`config.mk`:
```
export PLATFORM = sky130hd
export DESIGN_NAME = twofish_mds_mul
export DESIGN_NICKNAME = d
export VERILOG_FILES = /design/src/rtl/twofish_mds_mul.sv
export SDC_FILE = /design/constraint.sdc
export NUM_CORES = 1
export LEC_CHECK = 0
export CORE_MARGIN = 10
export CORE_UTILIZATION = 57
export CTS_CLUSTER_SIZE = 30
export DETAILED_ROUTE_END_ITERATION = 8
export PLACE_DENSITY = 0.8
export SKIP_LAST_GASP = 1
export SYNTH_ARGS = -nofsm -noshare
export SYNTH_HDL_FRONTEND = slang
export SYNTH_SLANG_ARGS = --single-unit
```
`constraint.sdc`:
```
create_clock -name clk -period 4.05 [get_ports clk]
set_input_delay 0.405 -clock clk [delete_from_list [all_inputs] [get_ports clk]]
set_output_delay 0.405 -clock clk [all_outputs]
set_load 0.01 [all_outputs]
```
`src/rtl/twofish_mds_mul.sv`:
```
// twofish_mds_mul
//   Iterative Twofish MDS stage: z = MDS * y over GF(2^8), modulus POLY.
//   Accumulates LANES matrix columns per cycle, so a result takes 4/LANES
//   cycles after acceptance. Constant multiplies are built from xtime chains.
//
//   state | meaning
//   IDLE  | waiting for in_y, in_ready = 1
//   BUSY  | accumulating columns col..col+LANES-1 into acc
//   DONE  | out_z valid, held until out_ready; may accept the next y directly
//
// Ports
//   clk        rising-edge clock
//   rst_n      asynchronous active-low reset
//   in_valid   in_y valid
//   in_ready   block can accept in_y this cycle
//   in_y       y0 = [7:0], y1 = [15:8], y2 = [23:16], y3 = [31:24]
//   out_valid  out_z holds a completed result
//   out_ready  consumer takes out_z this cycle
//   out_z      z0 = [7:0] .. z3 = [31:24]
module twofish_mds_mul #(
    parameter int         LANES = 1,
    parameter logic [8:0] POLY  = 9'h169
) (
    input  logic        clk,
    input  logic        rst_n,
    input  logic        in_valid,
    output logic        in_ready,
    input  logic [31:0] in_y,
    output logic        out_valid,
    input  logic        out_ready,
    output logic [31:0] out_z
);

    typedef enum logic [1:0] {
        IDLE = 2'd0,
        BUSY = 2'd1,
        DONE = 2'd2
    } state_t;

    state_t      state_q, state_d;
    logic [31:0] y_q, y_d;
    logic [31:0] acc_q, acc_d;
    logic [1:0]  col_q, col_d;
    logic [31:0] out_z_q, out_z_d;

    logic [31:0] term;
    logic [1:0]  col_last;
    logic        accept;

    function automatic logic [7:0] xtime(input logic [7:0] b);
        return {b[6:0], 1'b0} ^ (b[7] ? POLY[7:0] : 8'h00);
    endfunction

    // 0x5B = x^6 + x^4 + x^3 + x + 1
    function automatic logic [7:0] mul_5b(input logic [7:0] b);
        logic [7:0] b2, b4, b8, b16, b32, b64;
        b2  = xtime(b);
        b4  = xtime(b2);
        b8  = xtime(b4);
        b16 = xtime(b8);
        b32 = xtime(b16);
        b64 = xtime(b32);
        return b64 ^ b16 ^ b8 ^ b2 ^ b;
    endfunction

    // 0xEF = x^7 + x^6 + x^5 + x^3 + x^2 + x + 1
    function automatic logic [7:0] mul_ef(input logic [7:0] b);
        logic [7:0] b2, b4, b8, b16, b32, b64, b128;
        b2   = xtime(b);
        b4   = xtime(b2);
        b8   = xtime(b4);
        b16  = xtime(b8);
        b32  = xtime(b16);
        b64  = xtime(b32);
        b128 = xtime(b64);
        return b128 ^ b64 ^ b32 ^ b8 ^ b4 ^ b2 ^ b;
    endfunction

    function automatic logic [7:0] y_byte(input logic [31:0] y, input logic [1:0] idx);
        logic [7:0] r;
        case (idx)
            2'd0:    r = y[7:0];
            2'd1:    r = y[15:8];
            2'd2:    r = y[23:16];
            default: r = y[31:24];
        endcase
        return r;
    endfunction

    // One MDS column times its y byte, packed as {z3, z2, z1, z0}.
    function automatic logic [31:0] col_term(input logic [1:0] col, input logic [7:0] b);
        logic [7:0]  m5, me;
        logic [31:0] r;
        m5 = mul_5b(b);
        me = mul_ef(b);
        case (col)
            2'd0:    r = {me, me, m5, b};
            2'd1:    r = {b, m5, me, me};
            2'd2:    r = {me, b, me, m5};
            default: r = {m5, me, b, m5};
        endcase
        return r;
    endfunction

    always_comb begin
        term = '0;
        for (int l = 0; l < LANES; l++) begin
            term = term ^ col_term(col_q + 2'(l), y_byte(y_q, col_q + 2'(l)));
        end
    end

    assign col_last = col_q + 2'(LANES - 1);
    assign accept   = in_valid & in_ready;
    assign out_z    = out_z_q;

    always_ff @(posedge clk or negedge rst_n) begin
        if (!rst_n) begin
            state_q <= IDLE;
            y_q     <= '0;
            acc_q   <= '0;
            col_q   <= '0;
            out_z_q <= '0;
        end else begin
            state_q <= state_d;
            y_q     <= y_d;
            acc_q   <= acc_d;
            col_q   <= col_d;
            out_z_q <= out_z_d;
        end
    end

    always_comb begin
        state_d = state_q;
        y_d     = y_q;
        acc_d   = acc_q;
        col_d   = col_q;
        out_z_d = out_z_q;
        unique case (state_q)
            IDLE: begin
                if (accept) begin
                    y_d     = in_y;
                    acc_d   = '0;
                    col_d   = '0;
                    state_d = BUSY;
                end
            end
            BUSY: begin
                acc_d = acc_q ^ term;
                col_d = col_q + 2'(LANES);
                if (col_last == 2'd3) begin
                    out_z_d = acc_q ^ term;
                    state_d = DONE;
                end
            end
            DONE: begin
                if (out_ready) begin
                    state_d = IDLE;
                    // Hand-off and new acceptance in the same cycle skip IDLE.
                    if (in_valid) begin
                        y_d     = in_y;
                        acc_d   = '0;
                        col_d   = '0;
                        state_d = BUSY;
                    end
                end
            end
            default: state_d = IDLE;
        endcase
    end

    always_comb begin
        in_ready  = 1'b0;
        out_valid = 1'b0;
        case (state_q)
            IDLE: in_ready = 1'b1;
            DONE: begin
                out_valid = 1'b1;
                in_ready  = out_ready;
            end
            default: ;
        endcase
    end

endmodule

```
======== Yosys cells after proc, flatten, opt, wreduce, memory -nomap -nowiden ========
Index checks and enable logic that the tools add are counted.
operators by class
  add/subtract/negate cells ............... 1
  equal/unequal tests ..................... 9
  mux-type cells .......................... 28
  bitwise gates (word level) .............. 19
  reductions and logical operators ........ 8
operators by type and width
  kind                                                             count
  32-bit 2-to-1 mux                                                6
  32-bit case mux with 3 select lines                              2
  8-bit XOR                                                        10
  32-bit case mux with 2 select lines                              1
  8-bit by 7-bit XOR with 8-bit output                             7
  7-bit 2-to-1 mux                                                 7
  32-bit XOR                                                       1
  8-bit case mux with 3 select lines                               1
  2-bit 2-to-1 mux                                                 6
  2-bit case mux with 3 select lines                               2
  2-bit inequality test, second input constant                     4
  4-bit AND reduction                                              2
  2-bit == test, second input constant                             3
  2-bit by 1-bit == test with 1-bit output, second input constant  2
  2-bit logical NOT                                                2
  3-bit AND reduction                                              1
  3-bit nonzero test                                               1
  2-bit by 1-bit adder with 2-bit output, second input constant    1
  1-bit 2-to-1 mux                                                 2
  1-bit case mux with 2 select lines                               1
  2-bit AND reduction                                              1
  2-bit nonzero test                                               1
  1-bit AND                                                        1
word-level totals
  register bits ........................... 100
  input port bits ......................... 36
  output and inout port bits .............. 34
  word-level logic and storage cells ...... 70

======== Depth between registers and ports, before layout ========
Gate-level depths: netlist of the first run.
  depth in word-level cells ............... 25
  depth in mapped cells ................... 12
  mapped depth without buffers ............ 9

======== Worst setup path before layout of the first run ========
No wires, ideal clock.
  path type ............................... register to register
  start ................................... register col_q[0]
  end ..................................... register acc_q[18]
  library setup time ...................... 0.069 ns
  arrival time ............................ 2.923 ns
  data required time ...................... 3.981 ns
  slack ................................... 1.058 ns
  cell stages (with the launch flop) ...... 12
  buffers on the path ..................... 2
  period minus slack after synthesis ...... 2.992 ns
  cells stage by stage .................... dfrtp_1 inv_1 ha_1 buf_6 a222oi_1 buf_2 nor3b_1 or4_1 and2_1 xnor2_2 or4_1 nand3_1
between the ends
  cells in the longest elaborated chain, start to end .. 21
  elaborated cells between the ends (all ways) .. 29
  those cells by class .................... eq/ne: 2; mux: 8; bitwise: 18; reduce/logical: 1
RTL lines
  what                                                RTL line  source
  from (decl)                                         43        logic [1:0] col_q, col_d;
  from (signal assigned)                              127       col_q <= col_d;
  2-bit == test (tied with other cells)               81, 96
  8-bit case mux with 3 select lines                  81        case (idx)
  7-bit 2-to-1 mux                                    51        return {b[6:0], 1'b0} ^ (b[7] ? POLY[7:0] : 8'h00);
  8-bit by 7-bit XOR with 8-bit output (2 in series)  51
  7-bit 2-to-1 mux                                    51
  8-bit by 7-bit XOR with 8-bit output (2 in series)  51
  7-bit 2-to-1 mux                                    51
  8-bit by 7-bit XOR with 8-bit output (3 in series)  51
  8-bit XOR (6 in series)                             76        return b128 ^ b64 ^ b32 ^ b8 ^ b4 ^ b2 ^ b;
  32-bit case mux with 3 select lines (*)             96        case (col)
  32-bit XOR (*)                                      148       acc_d = acc_q ^ term;
  32-bit case mux with 3 select lines (*)             138       unique case (state_q)
  to (signal assigned)                                120       acc_q <= '0;
  to (signal assigned)                                126       acc_q <= acc_d;
  to (decl)                                           42        logic [31:0] acc_q, acc_d;
Every way passes the cells marked *; elsewhere a longest branch is shown, timed or not.
A chain may end at the register's enable or synchronous reset.

======== Final worst setup path of the first run ========
  start ................................... register col_q[0]
  end ..................................... register acc_q[11]
between the ends
  cells in the longest elaborated chain, start to end .. 22
  elaborated cells between the ends (all ways) .. 31
  those cells by class .................... eq/ne: 2; mux: 10; bitwise: 18; reduce/logical: 1
RTL lines
  what                                                RTL line
  2-bit == test (tied with other cells)               81, 96
  8-bit case mux with 3 select lines                  81
  7-bit 2-to-1 mux                                    51
  8-bit by 7-bit XOR with 8-bit output (2 in series)  51
  7-bit 2-to-1 mux                                    51
  8-bit by 7-bit XOR with 8-bit output (2 in series)  51
  7-bit 2-to-1 mux                                    51
  8-bit by 7-bit XOR with 8-bit output (2 in series)  51
  7-bit 2-to-1 mux                                    51
  8-bit by 7-bit XOR with 8-bit output                51
  8-bit XOR (6 in series)                             76
  32-bit case mux with 3 select lines (*)             96
  32-bit XOR (*)                                      148
  32-bit case mux with 3 select lines (*)             138
Marks and branches as above.

==> results of run 1 <==
==> layout make-up <==
type	count	area share [%]
multi-input cells	538	48.1
flip-flops and latches	100	32.9
repair buffers	95	11.6
clock buffers	11	3.32
well taps	140	2.30
inverters	20	0.987
clock inverters	5	0.773
==> routing by layer <==
layer	up-vias	wire length, um	global-route usage [%]
met5	-	0	0
li1	2679	-	-
met2	308	9210	38.9
met4	0	762	11.4
met3	45	1570	5.20
met1	2939	8690	32.8
==> placed cells by master (no fill, tap or decap), drive strengths merged, types with 6 or more instances in the layout <==
master	synthesis	final
mux2i	7	7
a221oi	8	8
o21ai	63	63
nor3	6	6
dfrtp	100	100
xor2	9	9
xnor2	39	39
or4	11	11
a211oi	6	6
a21o	14	14
buf	13	27
or3	9	9
nand2	99	99
nor2b	10	10
a31oi	11	11
nor2	35	35
inv	18	19
clkbuf	36	11
o211ai	15	15
a22oi	9	9
mux2	31	31
a21oi	45	45
clkdlybuf4s50	0	68
or2	6	6
nand3	18	18
==> worst paths after layout <==
path                                      start               endpoint  slack (ps)  depth (start not counted)
max in group asynchronous                 rst_n    y_q[19]$_DFFE_PN0P_        2900                          2
setup reg to reg           col_q[0]$_DFFE_PN0P_  acc_q[11]$_DFFE_PN0P_         410                         10
setup / recovery           col_q[0]$_DFFE_PN0P_  acc_q[11]$_DFFE_PN0P_         410                         10
hold reg to reg            out_z[3]$_DFFE_PN0P_   out_z[3]$_DFFE_PN0P_         480                          2
min in group clk           out_z[3]$_DFFE_PN0P_   out_z[3]$_DFFE_PN0P_         480                          2
hold / removal                            rst_n  out_z[15]$_DFFE_PN0P_         120                          1
==> Yosys cell counts (10+ instances only) <==
| cell type | n |
|---|---|
| a31oi_1 | 11 |
| o21ai_0 | 59 |
| nor2b_1 | 10 |
| xnor2_1 | 34 |
| clkbuf_1 | 36 |
| nand3_1 | 18 |
| nor2_1 | 34 |
| a21oi_1 | 43 |
| a21o_1 | 14 |
| nand2_1 | 99 |
| or4_1 | 11 |
| mux2_2 | 31 |
| dfrtp_1 | 100 |
| inv_1 | 18 |
| o211ai_1 | 15 |
==> registers in the layout, summed over array words and instances, names as in the netlist <==
name and cells:
acc_q 32, y_q 32, col_q 2, state_q 2, out_z 32
==> kinds of logic (layout without fill, tap and decap cells) <==
group / after synthesis / count (layout) / synth area share (%)
XOR/XNOR: 53 / 53 / 9.54
AND/OR/NAND/NOR: 218 / 218 / 15.9
buffers and inverters: 69 / 131 / 4.28
flip-flops: 100 / 100 / 38.9
adder cells (fa/ha/maj): 4 / 4 / 0.779
multiplexers: 38 / 38 / 6.52
AO/OA/AOI/OAI: 225 / 225 / 24.0
==> stage by stage <==
step	instance area [um2]	hold slack, ps	worst slack [ps]	cells	util, %
floorplan	6430	109	1060	707	-
global placement	7290	463	784	893	66.7
detailed placement	7290	470	562	893	66.7
CTS	7600	159	510	909	69.5
global route	7600	185	182	909	69.5
finish	7600	122	407	909	69.5
==> out/qor.yml, run 1 <==
cpPeakStageDelay_ps: 590
critPathArrivalTime_ps: 3940
cts.sinks: 100
finalClockSkew_ps: 7.50
clk_latency_ps: 360
critPathBufInv: 2
grt_max_degree: 61
clock.fmax_mhz: 275
synth_cell_type_count: 74
regArea_um2: 2500
synth_top_area_share_pct: 38.9
cap_violations: 0
finalHoldViolations: 0
ant_nets: 0
status: "finished, final reports clean"
h-tree-depth: 3
drc_errors: 0
postCtsSetupBuffers: 0
drive_gt1_share_pct: 12.7
nNetsFinal: 804
area_growth_pct: 18.3
place_congestion: 0.981
coreArea_um2: 10900
fin_setup_tns_ps: 0
clk_pin_slew_ps: 70
setup_viol: 0
cp_slowest_cell: "xnor3_1"
drtPass1Iterations: 5
drt-initial-drc-count: 685
endpoint_kind: "flip-flop"
syn-num-nets: 747
cts_tree: "done"
synthCells: 707
wl_per_cell_um: 22.3
required_ps: 4340
synth_area_per_cell_um2: 9.09
grt_pass1_wl_um: 32200
startpoint_type: "flip-flop"
io_buffers: 69
synth_area_leaders: "dfrtp_1 39%, nand2_1 5.8%, mux2_2 5.4%"
rsz0062_at_grt: "false"
period_share_pct: 89.9
min_period_ps: 3640
nFillCells: 901
hpwl_um: 14600
die_w_um: 126
grt_antenna_before_repair: 0
tightest_slew_ps: 871
synth_ff_type: "dfrtp_1"
crit_type: "reg2reg"
grt-ovfl-total: 0
synthesis.area_um2: 6430
synthArstFlopShare_pct: 100
relSlewSlack_pct: 41.5
synth_top_area_cell: "dfrtp_1"
holdCritPathClass: "in2async"
crit_path_max_fanout: 14
synth_edf_count: 0
dieHeight_um: 126
track_usage_pct: 25.0
ys.warnings.count: 0
viasPerCell: 6.57
die_area_um2: 15900
io_pins: 70
multi_input_area_um2: 3660
crit_family: "XOR/XNOR gates"
cts_root_buffer: "clkbuf_16"
drt_wl_total_um: 20200
grt_pass1_vias: 5853
ctsHoldBuffers: 0
vias: 5971
initial_core_util_pct: 58.8
post_cts_resized: 0
numCtsBuffers: 9
ys_seq_area_share_pct: 38.9
clockBufferDepth: 2
ys_ff_latch: 100
worstPathCellList: "inv_1 -> ha_1 -> buf_4 -> a21oi_1 -> a21oi_4 -> xnor3_1 -> xor2_1 -> a221oi_1 -> or4_1 -> nand3_1"
num_rows: 38
antenna_cells: 0
final_max_slew_viol_count: 0
Power of run 1 is left out: the tool's default activity adds up to more than one toggle a clock period on the data nets, which glitch-free logic cannot reach.
==> run 2, diff against run 1 <==
Clock period 4.05 ns to 3.4 ns, I/O delays scaled along.
==> run 2 against run 1 <==
Effect of this change:
- first-iteration DRC count rose by 2.0%
- sequential share of layout area fell by 0.78 points
- die area did not move
- clock skew rose by 1.7 ps
- non-clock buffer count rose by 17
- worst setup slack got worse by 230 ps
- critical path depth did not move
- utilization rose by 1.7 points
- fmax rose by 13%
==> out/qor.yml, run 2 (synthesis results as in run 1) <==
clk_latency_ps: 360
h-tree-depth: 3
worstPathCellList: "inv_1 -> ha_1 -> buf_4 -> a22oi_1 -> a21oi_1 -> xnor2_4 -> xnor2_2 -> o31ai_1 -> or4_1 -> nand3_1"
initial_core_util_pct: 58.8
period_share_pct: 94.8
regToRegSetupSlack_ps: 180
cp_slowest_cell: "or4_1"
setup_viol: 0
crit_path_max_fanout: 14
viasPerCell: 6.57
die_area_um2: 15900
hpwl_um: 15500
drtPass1Iterations: 5
relSlewSlack_pct: 41.4
whs_ps: 7.15
drc_errors: 0
endpoint_kind: "flip-flop"
grt_pass1_vias: 6022
drive_gt1_share_pct: 14.5
grt_pass1_wl_um: 33900
startpoint_type: "flip-flop"
status: "finished, final reports clean"
mostFrequentLayoutCells: "100 x dfrtp_1, 98 x nand2_1, 68 x clkdlybuf4s50_1, 58 x o21ai_0, 43 x a21oi_1"
r2r-end: "acc_q[25]$_DFFE_PN0P_"
grt_antenna_before_repair: 0
finalHoldViolations: 0
ctsHoldBuffers: 0
grt-ovfl-total: 0
num_rows: 38
vias: 6081
coreArea_um2: 10900
finalClockSkew_ps: 9.22
ff2ff_path_depth: 10
crit_family: "compound AO/OA/AOI/OAI gates"
cts_root_buffer: "clkbuf_16"
place_congestion: 0.984
drt_wl_total_um: 21400
clk_pin_slew_ps: 70
cpPeakStageDelay_ps: 490
numCtsBuffers: 9
fin_setup_tns_ps: 0
final_common_cell: "dfrtp_1"
critPathArrivalTime_ps: 3520
clock.fmax_mhz: 310
final_max_slew_viol_count: 0
critPathBufInv: 2
r2r-start: "col_q[1]$_DFFE_PN0P_"
io_pins: 70
ant_nets: 0
cap_violations: 0
track_usage_pct: 26.6
clockBufferDepth: 2
required_ps: 3690
nNetsFinal: 821
multi_input_area_um2: 3660
antenna_cells: 0
crit_type: "reg2reg"
io_buffers: 69
drt-initial-drc-count: 699
cts.sinks: 100
area_growth_pct: 21.2
grt_max_degree: 52
nFillCells: 837
holdCritPathClass: "in2async"
wl_per_cell_um: 23.2
dieHeight_um: 126
cts_tree: "done"
min_period_ps: 3220
die_w_um: 126
regArea_um2: 2500
tightest_slew_ps: 875
rsz0062_at_grt: "true"
-- run 2: changes by cell type in the layout (fill, tap and decap cells not counted) --
cell,before,now
clkinvlp_4,2,1
buf_12,0,3
o21ai_0,59,58
o21ai_1,3,4
buf_4,27,41
nor2_4,0,1
nor2_2,1,0
inv_6,1,0
bufinv_16,1,2
-- run 2: repair_timing --
item | in CTS | in global routing
setup endpoints to repair | 0 | 13
resized for setup | 0 | 2
setup buffers | 0 | 6
-- run 2: layout make-up --
cell class                      instances  area share (%)
Clock buffer                           11            3.24
Sequential cell                       100            32.1
Multi-Input combinational cell        538            47.0
Tap cell                              140            2.25
Clock inverter                          4           0.932
Timing Repair Buffer                  112            13.5
Inverter                               20           0.964
-- run 2: how the worst max path moves through the flow --
| stage | start | to | slack (ps) | depth (start not counted) |
|---|---|---|---|---|
| finish | col_q[1]$_DFFE_PN0P_ | acc_q[25]$_DFFE_PN0P_ | 180 | 10 |
| global placement | col_q[0]$_DFFE_PN0P_ | acc_q[29]$_DFFE_PN0P_ | 180 | 10 |
| detailed placement | col_q[0]$_DFFE_PN0P_ | acc_q[29]$_DFFE_PN0P_ | 90 | 10 |
| CTS | col_q[0]$_DFFE_PN0P_ | acc_q[29]$_DFFE_PN0P_ | 60 | 10 |
| global route | col_q[0]$_DFFE_PN0P_ | acc_q[29]$_DFFE_PN0P_ | -30 | 10 |
| floorplan | col_q[0]$_DFFE_PN0P_ | acc_q[18]$_DFFE_PN0P_ | 410 | 11 |
-- run 2: per-layer routing --
layer / global-route usage [%] / share of wire (%) / up-vias
li1: - / - / 2720
met1: 34.9 / 41 / 2960
met4: 12.6 / 3.9 / 0
met3: 5.58 / 8.5 / 54
met5: 0 / 0 / -
met2: 41.0 / 46 / 347
-- run 2: per-stage QoR --
step | std cells | cell area (um2) | setup WS, ps | util [%]
final | 925 | 7790 | 177 | 71.2
after global routing | 925 | 7790 | -30.7 | 71.2
after CTS | 919 | 7740 | 59.3 | 70.8
after detailed placement | 904 | 7410 | 93.4 | 67.8
after global placement | 904 | 7410 | 179 | 67.8
after floorplan | 707 | 6430 | 408 | -
Power of run 2 is left out for the same reason.
==> run 3, diff against run 2 <==
Settings changed: CAP_MARGIN set to 20, REMOVE_ABC_BUFFERS set to 1.
==> run 3 against run 2 <==
Effect of this change:
- the run now ends with negative hold slack left
- worst setup slack improved by 1.4 ps
- critical path depth decreased by 1
- global-route usage decreased by 2.2 points
- via count decreased by 3.0%
- register-to-register slack about the same
- utilization decreased by 0.45 points
- routed wire length decreased by 7.7%
- flip-flop and latch count unchanged
==> out/qor.yml, run 3 (synthesis results as in run 1) <==
grt_pass1_vias: 5676
status: "complete, but fails checks"
wl_per_cell_um: 21.5
clk_latency_ps: 360
hpwl_um: 14300
crit_type: "reg2reg"
ctsHoldBuffers: 0
violations: "negative hold slack"
final_max_slew_viol_count: 0
min_period_ps: 3220
period_share_pct: 94.8
final_common_cell: "dfrtp_1"
ant_nets: 0
drc_errors: 0
track_usage_pct: 24.4
cts_tree: "done"
grt-ovfl-total: 0
area_growth_pct: 20.4
whs_ps: -13.2
antenna_cells: 0
initial_core_util_pct: 58.8
io_pins: 70
place_congestion: 0.957
startpoint_type: "flip-flop"
critPathArrivalTime_ps: 3520
num_rows: 38
critical_path.startpoint: "col_q[0]$_DFFE_PN0P_"
drt-initial-drc-count: 746
required_ps: 3700
holdCritPathClass: "in2async"
coreArea_um2: 10900
h-tree-depth: 3
viasPerCell: 6.41
rsz0062_at_grt: "false"
drtPass1Iterations: 5
clk_pin_slew_ps: 70
vias: 5901
clock.fmax_mhz: 310
dieHeight_um: 126
finalHoldViolations: 19
drt_wl_total_um: 19800
cts_root_buffer: "clkbuf_16"
numCtsBuffers: 9
cap_violations: 0
cts.sinks: 100
nFillCells: 836
grt_antenna_before_repair: 0
grt_max_degree: 92
die_area_um2: 15900
finalClockSkew_ps: 6.11
fin_setup_tns_ps: 0
relSlewSlack_pct: 42.7
mostFrequentLayoutCells: "100 x dfrtp_1, 98 x nand2_1, 68 x clkdlybuf4s50_1, 58 x o21ai_0, 43 x a21oi_1"
grt_pass1_wl_um: 31700
setup_viol: 0
final_core_util_pct: 70.8
endpoint_kind: "flip-flop"
die_w_um: 126
r2r-start: "col_q[0]$_DFFE_PN0P_"
clockBufferDepth: 2
nNetsFinal: 815
drive_gt1_share_pct: 14.1
io_buffers: 69
crit_path_max_fanout: 9
tightest_slew_ps: 851
## run 3: cell count changes in the layout (fill, tap and decap cells not counted), sizes merged
| cell | delta |
|---|---|
| buf | -6 |
| clkbuf | -2 |
| clkinv | +1 |
| inv | +2 |
## run 3: metal layers
layer	global-route usage, %	share of wire, %
met5	0	0
met4	7.37	1.7
met3	5.83	7.8
met2	37.7	46
met1	33.2	44
## run 3: worst paths after layout
check / end / slack (ps) / cells after the start
max: acc_q[11]$_DFFE_PN0P_ / 180 / 9
min: y_q[5]$_DFFE_PN0P_ / -10 / 1
max reg2reg: acc_q[11]$_DFFE_PN0P_ / 180 / 9
min reg2reg: out_z[6]$_DFFE_PN0P_ / 480 / 2
max in group asynchronous: out_z[10]$_DFFE_PN0P_ / 2540 / 3
min in group clk: out_z[6]$_DFFE_PN0P_ / 480 / 2
## run 3: per-stage QoR
stage | area (um2) | cells | setup WS, ps | hold WS [ps]
final | 7740 | 920 | 178 | -13.2
after global routing | 7740 | 920 | 2.75 | 18.7
after CTS | 7700 | 919 | 243 | 258
after detailed placement | 7380 | 903 | 270 | 469
after global placement | 7380 | 903 | 337 | 461
after floorplan | 6230 | 658 | -667 | 44.4
## run 3: layout make-up
type | count | area, um2 | share of cell area [%]
clock buffer | 9 | 225 | 2.91
clock inverter | 7 | 98.8 | 1.28
inverter | 20 | 75.1 | 0.970
multi-input combinational | 538 | 3660 | 47.3
sequential | 100 | 2500 | 32.3
tap | 140 | 175 | 2.26
timing repair buffer | 106 | 998 | 12.9
## run 3: what timing repair did
action                                  CTS  global route
endpoints found under the setup margin    0             2
resized for setup                         0             2
buffers inserted                          0             0
## run 3: worst max-delay path: stages (launching register included)
cell	delay, ps
dfrtp_1	440
inv_1	110
ha_1	350
a22oi_1	220
a21oi_4	490
xnor3_1	540
xor2_1	370
a221oi_1	160
or4_1	420
nand3_1	80
Power of run 3 is left out for the same reason.
